### src/rtl/plca_beacon_pkg.sv
// -----------------------------------------------------------------------------
// plca_beacon_pkg
// Shared definitions for the PLCA beacon supervisor:
//   - supervisor state encodings (3-bit, also exported on sup_state)
//   - counter widths for miss count, statistics and timer arm counters
//   - saturating increment helper for the miss counter
// -----------------------------------------------------------------------------
package plca_beacon_pkg;

    localparam int MISS_CNT_W = 4;
    localparam int STATS_W    = 16;
    localparam int ARM_W      = 2;

    localparam logic [2:0] ST_DISABLE     = 3'd0;
    localparam logic [2:0] ST_RESYNC      = 3'd1;
    localparam logic [2:0] ST_WAIT_BEACON = 3'd2;
    localparam logic [2:0] ST_SEND_BEACON = 3'd3;
    localparam logic [2:0] ST_SYNCED      = 3'd4;
    localparam logic [2:0] ST_TIMEOUT     = 3'd5;

    typedef enum logic [2:0] {
        SUP_DISABLE     = ST_DISABLE,
        SUP_RESYNC      = ST_RESYNC,
        SUP_WAIT_BEACON = ST_WAIT_BEACON,
        SUP_SEND_BEACON = ST_SEND_BEACON,
        SUP_SYNCED      = ST_SYNCED,
        SUP_TIMEOUT     = ST_TIMEOUT
    } sup_state_e;

    // Miss counter sticks at its maximum instead of wrapping.
    function automatic logic [MISS_CNT_W-1:0] miss_sat_inc(input logic [MISS_CNT_W-1:0] v);
        logic [MISS_CNT_W-1:0] r;
        r = (v == {MISS_CNT_W{1'b1}}) ? v : v + 1'b1;
        return r;
    endfunction

endpackage

### src/rtl/plca_timer_qualifier.sv
// -----------------------------------------------------------------------------
// plca_timer_qualifier
// Qualifies the done level of an external timer against the start strobes
// this block issued, so stale expiries from a previous run are not acted on.
//
// Ports:
//   clk     in   system clock
//   reset   in   synchronous active-high reset
//   strobe  in   registered (re)start strobe as seen by the timer
//   done    in   raw timer expiry level
//   done_q  out  qualified expiry (combinational from regs + done/strobe)
//
// Qualification rules:
//   - while strobe is high, done is discarded (the restart wins)
//   - arm counter loads ARM_DELAY on the strobe; done ignored until it is 0
//   - stale flag set on the strobe; cleared only once done is seen low, so a
//     done level held across a restart needs a fresh low->high edge
// -----------------------------------------------------------------------------
module plca_timer_qualifier
    import plca_beacon_pkg::*;
#(
    parameter int ARM_DELAY = 1
) (
    input  logic clk,
    input  logic reset,
    input  logic strobe,
    input  logic done,
    output logic done_q
);

    logic [ARM_W-1:0] arm_cnt;
    logic             stale;

    always_ff @(posedge clk) begin
        if (reset) begin
            arm_cnt <= '0;
            stale   <= 1'b0;
        end else if (strobe) begin
            arm_cnt <= ARM_W'(ARM_DELAY);
            stale   <= 1'b1;
        end else begin
            if (arm_cnt != '0) begin
                arm_cnt <= arm_cnt - 1'b1;
            end
            if (!done) begin
                stale <= 1'b0;
            end
        end
    end

    assign done_q = done && (arm_cnt == '0) && !stale && !strobe;

endmodule

### src/rtl/plca_beacon_supervisor.sv
// -----------------------------------------------------------------------------
// plca_beacon_supervisor
// Sequences resync, beacon wait, coordinator beacon request and beacon
// supervision on top of the wait_beacon / beacon_timeout timers, and derives
// plca_status with miss-count hysteresis.
//
// Parameters:
//   MISS_LIMIT  consecutive beacon timeouts before plca_status drops (1..15)
//   ARM_DELAY   cycles after a start strobe during which done is ignored (0..3)
//
// Ports:
//   clk, reset                   clock, synchronous active-high reset
//   plca_en                      enable level; low forces DISABLE
//   coord_allowed                node may act as coordinator
//   rx_beacon                    pulse, BEACON received
//   rx_activity                  level, non-beacon receive activity
//   tx_beacon_ack                pulse, own BEACON transmitted
//   wait_beacon_timer_done       raw timer expiry level
//   beacon_timeout_timer_done    raw timer expiry level
//   start_wait_beacon_timer      registered one-cycle restart strobe
//   start_beacon_timeout_timer   registered one-cycle restart strobe
//   tx_beacon_req                registered level request to send BEACON
//   plca_status                  registered synchronised indication
//   sup_state                    current state encoding (debug)
//   beacon_rx_cnt, beacon_to_cnt saturating statistics, only present when
//                                PLCA_BEACON_STATS_EN is defined
//
// Handshake: tx_beacon_req is a level held high from SEND_BEACON entry until
// the cycle after tx_beacon_ack (or rx_beacon) is sampled; the timer strobes
// are single-cycle and appear one cycle after the triggering input.
//
// Only beacons/acks seen while in SYNCED refresh plca_status and clear the
// miss counter; entering SYNCED alone does not, so repeated timeouts across
// resync cycles accumulate toward MISS_LIMIT.
// -----------------------------------------------------------------------------
module plca_beacon_supervisor
    import plca_beacon_pkg::*;
#(
    parameter int MISS_LIMIT = 2,
    parameter int ARM_DELAY  = 1
) (
    input  logic               clk,
    input  logic               reset,
    input  logic               plca_en,
    input  logic               coord_allowed,
    input  logic               rx_beacon,
    input  logic               rx_activity,
    input  logic               tx_beacon_ack,
    input  logic               wait_beacon_timer_done,
    input  logic               beacon_timeout_timer_done,
    output logic               start_wait_beacon_timer,
    output logic               start_beacon_timeout_timer,
    output logic               tx_beacon_req,
    output logic               plca_status,
`ifdef PLCA_BEACON_STATS_EN
    output logic [STATS_W-1:0] beacon_rx_cnt,
    output logic [STATS_W-1:0] beacon_to_cnt,
`endif
    output logic [2:0]         sup_state
);

    sup_state_e            state, state_nxt;
    logic [MISS_CNT_W-1:0] miss_cnt, miss_nxt, miss_inc;
    logic                  sw_nxt, sb_nxt, req_nxt, status_nxt;
    logic                  wait_done_q, to_done_q;

    plca_timer_qualifier #(.ARM_DELAY(ARM_DELAY)) u_wait_qual (
        .clk    (clk),
        .reset  (reset),
        .strobe (start_wait_beacon_timer),
        .done   (wait_beacon_timer_done),
        .done_q (wait_done_q)
    );

    plca_timer_qualifier #(.ARM_DELAY(ARM_DELAY)) u_to_qual (
        .clk    (clk),
        .reset  (reset),
        .strobe (start_beacon_timeout_timer),
        .done   (beacon_timeout_timer_done),
        .done_q (to_done_q)
    );

    assign miss_inc = miss_sat_inc(miss_cnt);

    always_ff @(posedge clk) begin
        if (reset) begin
            state                      <= SUP_DISABLE;
            start_wait_beacon_timer    <= 1'b0;
            start_beacon_timeout_timer <= 1'b0;
            tx_beacon_req              <= 1'b0;
            plca_status                <= 1'b0;
            miss_cnt                   <= '0;
        end else begin
            state                      <= state_nxt;
            start_wait_beacon_timer    <= sw_nxt;
            start_beacon_timeout_timer <= sb_nxt;
            tx_beacon_req              <= req_nxt;
            plca_status                <= status_nxt;
            miss_cnt                   <= miss_nxt;
        end
    end

    always_comb begin
        state_nxt  = state;
        sw_nxt     = 1'b0;
        sb_nxt     = 1'b0;
        req_nxt    = tx_beacon_req;
        status_nxt = plca_status;
        miss_nxt   = miss_cnt;
        if (!plca_en) begin
            state_nxt  = SUP_DISABLE;
            req_nxt    = 1'b0;
            status_nxt = 1'b0;
            miss_nxt   = '0;
        end else begin
            case (state)
                SUP_DISABLE: begin
                    req_nxt   = 1'b0;
                    state_nxt = SUP_RESYNC;
                end
                SUP_RESYNC: begin
                    if (rx_beacon) begin
                        sb_nxt    = 1'b1;
                        state_nxt = SUP_SYNCED;
                    end else begin
                        sw_nxt    = 1'b1;
                        state_nxt = SUP_WAIT_BEACON;
                    end
                end
                SUP_WAIT_BEACON: begin
                    // Priority: beacon, then restart on activity, then expiry.
                    if (rx_beacon) begin
                        sb_nxt    = 1'b1;
                        state_nxt = SUP_SYNCED;
                    end else if (rx_activity) begin
                        sw_nxt = 1'b1;
                    end else if (wait_done_q) begin
                        if (coord_allowed) begin
                            req_nxt   = 1'b1;
                            state_nxt = SUP_SEND_BEACON;
                        end else begin
                            state_nxt = SUP_RESYNC;
                        end
                    end
                end
                SUP_SEND_BEACON: begin
                    req_nxt = 1'b1;
                    if (rx_beacon || tx_beacon_ack) begin
                        req_nxt   = 1'b0;
                        sb_nxt    = 1'b1;
                        state_nxt = SUP_SYNCED;
                    end
                end
                SUP_SYNCED: begin
                    if (rx_beacon || tx_beacon_ack) begin
                        sb_nxt     = 1'b1;
                        miss_nxt   = '0;
                        status_nxt = 1'b1;
                    end else if (to_done_q) begin
                        state_nxt = SUP_TIMEOUT;
                    end
                end
                SUP_TIMEOUT: begin
                    miss_nxt = miss_inc;
                    if (miss_inc >= MISS_CNT_W'(MISS_LIMIT)) begin
                        status_nxt = 1'b0;
                    end
                    state_nxt = SUP_RESYNC;
                end
                default: begin
                    state_nxt = SUP_DISABLE;
                end
            endcase
        end
    end

    assign sup_state = state;

`ifdef PLCA_BEACON_STATS_EN
    always_ff @(posedge clk) begin
        if (reset) begin
            beacon_rx_cnt <= '0;
            beacon_to_cnt <= '0;
        end else begin
            if (rx_beacon && (beacon_rx_cnt != {STATS_W{1'b1}})) begin
                beacon_rx_cnt <= beacon_rx_cnt + 1'b1;
            end
            // TIMEOUT lasts exactly one cycle, so each cycle is one entry.
            if ((state == SUP_TIMEOUT) && (beacon_to_cnt != {STATS_W{1'b1}})) begin
                beacon_to_cnt <= beacon_to_cnt + 1'b1;
            end
        end
    end
`endif

endmodule

### config.mk
export PLATFORM = sky130hd
export DESIGN_NAME = plca_beacon_supervisor
export DESIGN_NICKNAME = d
export VERILOG_FILES = /design/src/rtl/plca_beacon_pkg.sv /design/src/rtl/plca_timer_qualifier.sv /design/src/rtl/plca_beacon_supervisor.sv
export SDC_FILE = /design/constraint.sdc
export NUM_CORES = 1
export LEC_CHECK = 0
export ABC_AREA = 1
export BUFFER_PORTS_ARGS = -buffer_cell sky130_fd_sc_hd__buf_2
export CAP_MARGIN = 20
export CORE_MARGIN = 2
export CORE_UTILIZATION = 30
export DETAILED_ROUTE_END_ITERATION = 8
export GPL_TIMING_DRIVEN = 0
export SLEW_MARGIN = 20
export SYNTH_ARGS = -nofsm -noshare
export SYNTH_HDL_FRONTEND = slang
export SYNTH_SLANG_ARGS = --single-unit
### constraint.sdc
create_clock -name clk -period 1.4 [get_ports clk]
set_clock_uncertainty 0.2 [all_clocks]
set_input_delay 0.28 -clock clk [delete_from_list [all_inputs] [get_ports clk]]
set_output_delay 0.28 -clock clk [all_outputs]
set_load 0.05 [all_outputs]
* Yosys cells after proc, flatten, opt, wreduce, memory -nomap -nowiden
Cells that the tools add are included.
Word-level totals: register bits after elaboration 17, bits of input ports 9
Cells by class: add/subtract/negate cells 3, order comparisons 1, eq/ne operators 19, mux-type cells 36, bitwise logic cells 1, reductions and logical operators 30
Operators with widths (count):
- 3-bit two-way mux | 7
- 1-bit two-way mux | 20
- 2-bit != test, second input constant | 8
- 3-bit one-hot mux with 5 select lines | 1
- 2-bit OR reduction | 6
- 5-bit AND reduction | 2
- 2-bit nonzero test | 5
- 4-bit two-way mux | 2
- 4-bit one-hot mux with 2 select lines | 1
- 3-bit by 2-bit == test with 1-bit output, second input constant | 2
- 3-bit == test, second input constant | 2
- 1-bit logical AND | 6
- 2-bit by 1-bit != test with 1-bit output, second input constant | 3
- 1-bit one-hot mux with 2 select lines | 3
- 4-bit by 1-bit adder with 4-bit output, second input constant | 1
- 4-bit == test, second input constant | 1
- 4-bit by 2-bit >= comparator with 1-bit output, second input constant | 1
- 1-bit logical NOT | 4
- 2-bit logical NOT | 2
- 2-bit by 1-bit subtractor with 2-bit output, second input constant | 2
- 3-bit by 1-bit == test with 1-bit output, second input constant | 1
- 3-bit logical NOT | 1
- 3-bit by 2-bit != test with 1-bit output, second input constant | 1
- 3-bit != test, second input constant | 1
- 7 further kinds | 7

* Longest topological paths before layout
depth after elaboration 8, gate-level depth with buffers 11, gate-level depth less buffers 11

* By module
A second synthesis with hierarchy kept.
Second synthesis, totals: cell total of the unflattened synthesis 145, area, all modules 989.7 µm²
Modules (own cells, without submodules):
- plca_beacon_supervisor | instances 1, cells each 105, area an instance 711.9 µm²
- plca_timer_qualifier | instances 2, cells each 20, area an instance 138.9 µm²

* Least setup slack after synthesis
Ideal clock, no wire load.
path kind flip-flop to flip-flop, start register state[0], in the netlist sup_state[0], end register state[1], in the netlist sup_state[1], library setup time 109 ps, arrival 1448 ps, required time 1091 ps, slack -357 ps, cell stages (with the launch flop) 10, path buffers 0, period minus slack after synthesis 1757 ps, cells stage by stage dfxtp_1 > inv_1 > nand2_2 > nor2_2 > nand2_1 > nand2_2 > nor2_2 > nand2_1 > nand2_1 > inv_1
On the way: word-level cells in the longest chain between the ends 3, elaborated cells on any way between the ends 14, those cells by class eq/ne (10); mux (1); reduce/logical (3)
RTL lines:
- from (decl) | RTL line plca_beacon_supervisor.sv:62 | sup_state_e state, state_nxt;
- from (signal assigned) | RTL line plca_beacon_supervisor.sv:94 | state <= state_nxt;
- 3-bit by 2-bit == test with 1-bit output (tied with other cells) | RTL line plca_beacon_supervisor.sv:116 | case (state)
- 3-bit by 2-bit != test with 1-bit output (no source line) (tied with other cells)
- 5-bit AND reduction (no source line) / 3-bit one-hot mux with 5 select lines (equally long branches)
Several ways; a longest one is shown, not always the timed one. A chain may end at the register's enable or synchronous reset.

* Worst setup path after layout
start register state[2], in the netlist sup_state[2], end register state[2], in the netlist sup_state[2]
Same word-level chain as after synthesis.

==> metrics.cfg <==
[clock_tree]
htree_levels = 1
cts-buffers-inserted = 3
clk_latency_ns = 0.29
cts-root-buf = clkbuf_4
cts_tree = done
path_clk_slew_ns = 0.10
cts_num_sinks = 17
clockBufferDepth = 2

[placed_design]
port_buffers = 15
place_ws_ns = -0.100
gp_congestion = 0.825
dp_hpwl_um = 1600

[synthesis]
syn-instance-count = 156
netlist_area_mm2 = 0.00101
synthTopCellsByCount = nand2_1, nor2_1, inv_1, dfxtp_1, a21oi_1
synth_most_common_cell = nand2_1
synth_compound_area_share_pct = 12.2
synthTopCellsByArea = dfxtp_1, nand2_1, nor2_1, inv_1, a21oi_1
yosysSeqAreaShare_pct = 33.8
synth_adder_area_share_pct = 3.73
syn_avg_cell_area_um2 = 6.46
ys_warn_count = 0
synthSimpleGateAreaFrac_pct = 37.4
synth_area_leader_cell = dfxtp_1
async_reset_ff_share_pct = 0
synth_xor_area_share_pct = 1.74
ys_seq_elements = 17
synth_mux_area_share_pct = 0
synth_top_area_share_pct = 33.8
synth-main-ff-cell = dfxtp_1
synth-edff-count = 0
synth_top_family_by_area = simple AND/OR/NAND/NOR gates
synthDistinctLibCells = 19
syn_nets = 168

[floorplanning]
placementRows = 21
core_area_mm2 = 0.00328
ios = 16
fp.dieArea_mm2 = 0.00384
start_util_pct = 30.7
die_x_um = 61.9
die_h_um = 61.9

[sta]
drv_slew = 0
period_share_pct = 98.8
period_minus_slack_ns = 1.38
hold_violations = 0
relSlewSlack_pct = 81.6
finalSetupViolCount = 0
setup_ws_ns = 0.0173
worst_pin_slew_ns = 0.276
rsz0062_at_grt = true
max_clock_freq_ghz = 0.723

[setup_path]
start_kind = flop
critPathMaxFanout = 8
end_kind = flop
arrival_ns = 1.38
cp.required_ns = 1.39
worstReg2RegStart = sup_state[2]$_SDFFE_PP0P_
critPathKind = flop to flop
startpoint = sup_state[2]$_SDFFE_PP0P_

[grt]
gr-total-overflow = 0
grt_max_degree = 10
grt_pass1_vias = 855
antenna_found_initial = 0
grt_pass1_wl_um = 3510
track_usage_pct = 12.2

[layout]
area_growth_pct = 39.1
final_core_util_pct = 42.7
drive_gt1_share_pct = 41.0
finalNetCount = 196
n_antenna_cell = 0
n_fill_cell = 337

[power_and_ir_drop]
p_per_area_mw_per_mm2 = 1100
ir_drop_v = 0.000439
combPwrFrac_pct = 43.6
power_leakage_nw = 0.659
p_clk_share_pct = 17.1
switching_power_mw = 0.564
seq_power_share_pct = 39.3
internal_power_mw = 0.974
p_sw_share_pct = 36.7

[status]
status = finished, final reports clean

[hold_path]
min_from = wait_beacon_timer_done
hp-class = primary input to flop

[route]
first_pass_iters = 4
wl_per_cell_um = 9.87
drt_iter0_drc = 34
vias = 1011
routed_wl_um = 2260
ant_nets = 0
route.detailed.drc = 0
via_per_inst = 4.41

[flow_run]
maxCapViolations = 0

-- metrics by stage --
step | area (um2) | hold slack (ns) | TNS [ns] | instances | power [mW]
6_report | 1400 | 0.0569 | 0 | 229 | 1.54
5_1_grt | 1400 | 0.0645 | -0.292 | 229 | 1.67
4_1_cts | 1280 | 0.0429 | 0 | 223 | 1.45
3_5_place_dp | 1160 | 0.264 | -0.482 | 217 | 1.06
3_3_place_gp | 1160 | 0.258 | -0.466 | 217 | 1.05
2_1_floorplan | 1030 | 0.149 | -0.0251 | 156 | 0.964
-- power groups by stage --
stage | logic (mW) | clock network [mW] | registers (mW)
after floorplan | 0.335 | 0 | 0.628
after CTS | 0.574 | 0.276 | 0.599
after global routing | 0.756 | 0.297 | 0.617
after detailed placement | 0.457 | 0 | 0.598
after global placement | 0.458 | 0 | 0.595
final | 0.670 | 0.264 | 0.604
-- logic make-up (layout without fill, tap and decap cells) --
| family | Yosys count | in the layout |
|---|---|---|
| flip-flops | 17 | 17 |
| XOR/XNOR | 2 | 2 |
| buffers and inverters | 28 | 55 |
| adder cells (fa/ha/maj) | 3 | 3 |
| AND/OR/NAND/NOR | 84 | 84 |
| AO/OA/AOI/OAI | 22 | 22 |
-- state kept, by name, indices dropped and copies added, names as in the netlist --
signal / count
sup_state: 3
start_wait_beacon_timer: 1
start_beacon_timeout_timer: 1
u_to_qual.stale: 1
u_to_qual.arm_cnt: 2
u_wait_qual.arm_cnt: 2
miss_cnt: 4
u_wait_qual.stale: 1
tx_beacon_req: 1
plca_status: 1
-- cell type report --
cell class              instances  area, um2  area share, %
multi-input cells             111        668           47.7
flip-flops and latches         17        365           26.1
repair buffers                 23        160           11.4
inverters                      27        109           7.77
well taps                      46       57.6           4.11
clock buffers                   4       26.3           1.88
plain buffers                   1       15.0           1.07
-- final timing paths --
kind	slack (ns)	end	depth (start not counted)
max	0.02	sup_state[2]$_SDFFE_PP0P_	9
min	0.06	u_wait_qual.stale$_SDFFE_PP0P_	3
max reg2reg	0.02	sup_state[2]$_SDFFE_PP0P_	9
min reg2reg	0.28	u_to_qual.stale$_SDFFE_PP0P_	2
-- layout by cell type, fill, tap and decap left out, drive strengths merged, types with 3 or more instances in the layout --
master	synthesis	layout
a21oi	11	11
buf	1	22
clkbuf	0	5
dfxtp	17	17
ha	3	3
inv	27	27
nand2	38	38
nand3	8	8
nor2	33	33
nor3	3	3
o211ai	3	3
o21ai	6	6
-- timing repair --
action,4_1_cts,5_1_grt
hold buffers,1,0
setup buffers,1,6
resized for setup,25,32
hold endpoints to repair,3,0
pin swaps,5,12
setup endpoints to repair,12,15
-- critical path, cell delays in order (launching register included) --
cell     delay, ns
dfxtp_4       0.36
buf_8         0.13
inv_8         0.06
nand2_4       0.05
nor2_4        0.14
nand2_1       0.08
nand2_2       0.08
nor2_4        0.05
nor2_2        0.09
nor2_1        0.04
-- metal layers --
layer  routed length (um)  GRT usage [%]  vias to the layer above  share of wire, %
li1                     -              -                      543                 -
met2                 1010           19.6                       19                45
met1                 1130           16.0                      445                50
met4                   59           5.78                        0               2.6
met3                   64           1.86                        4               2.8
met5                    0              0                        -                 0
(Power assumes the default switching activity.)
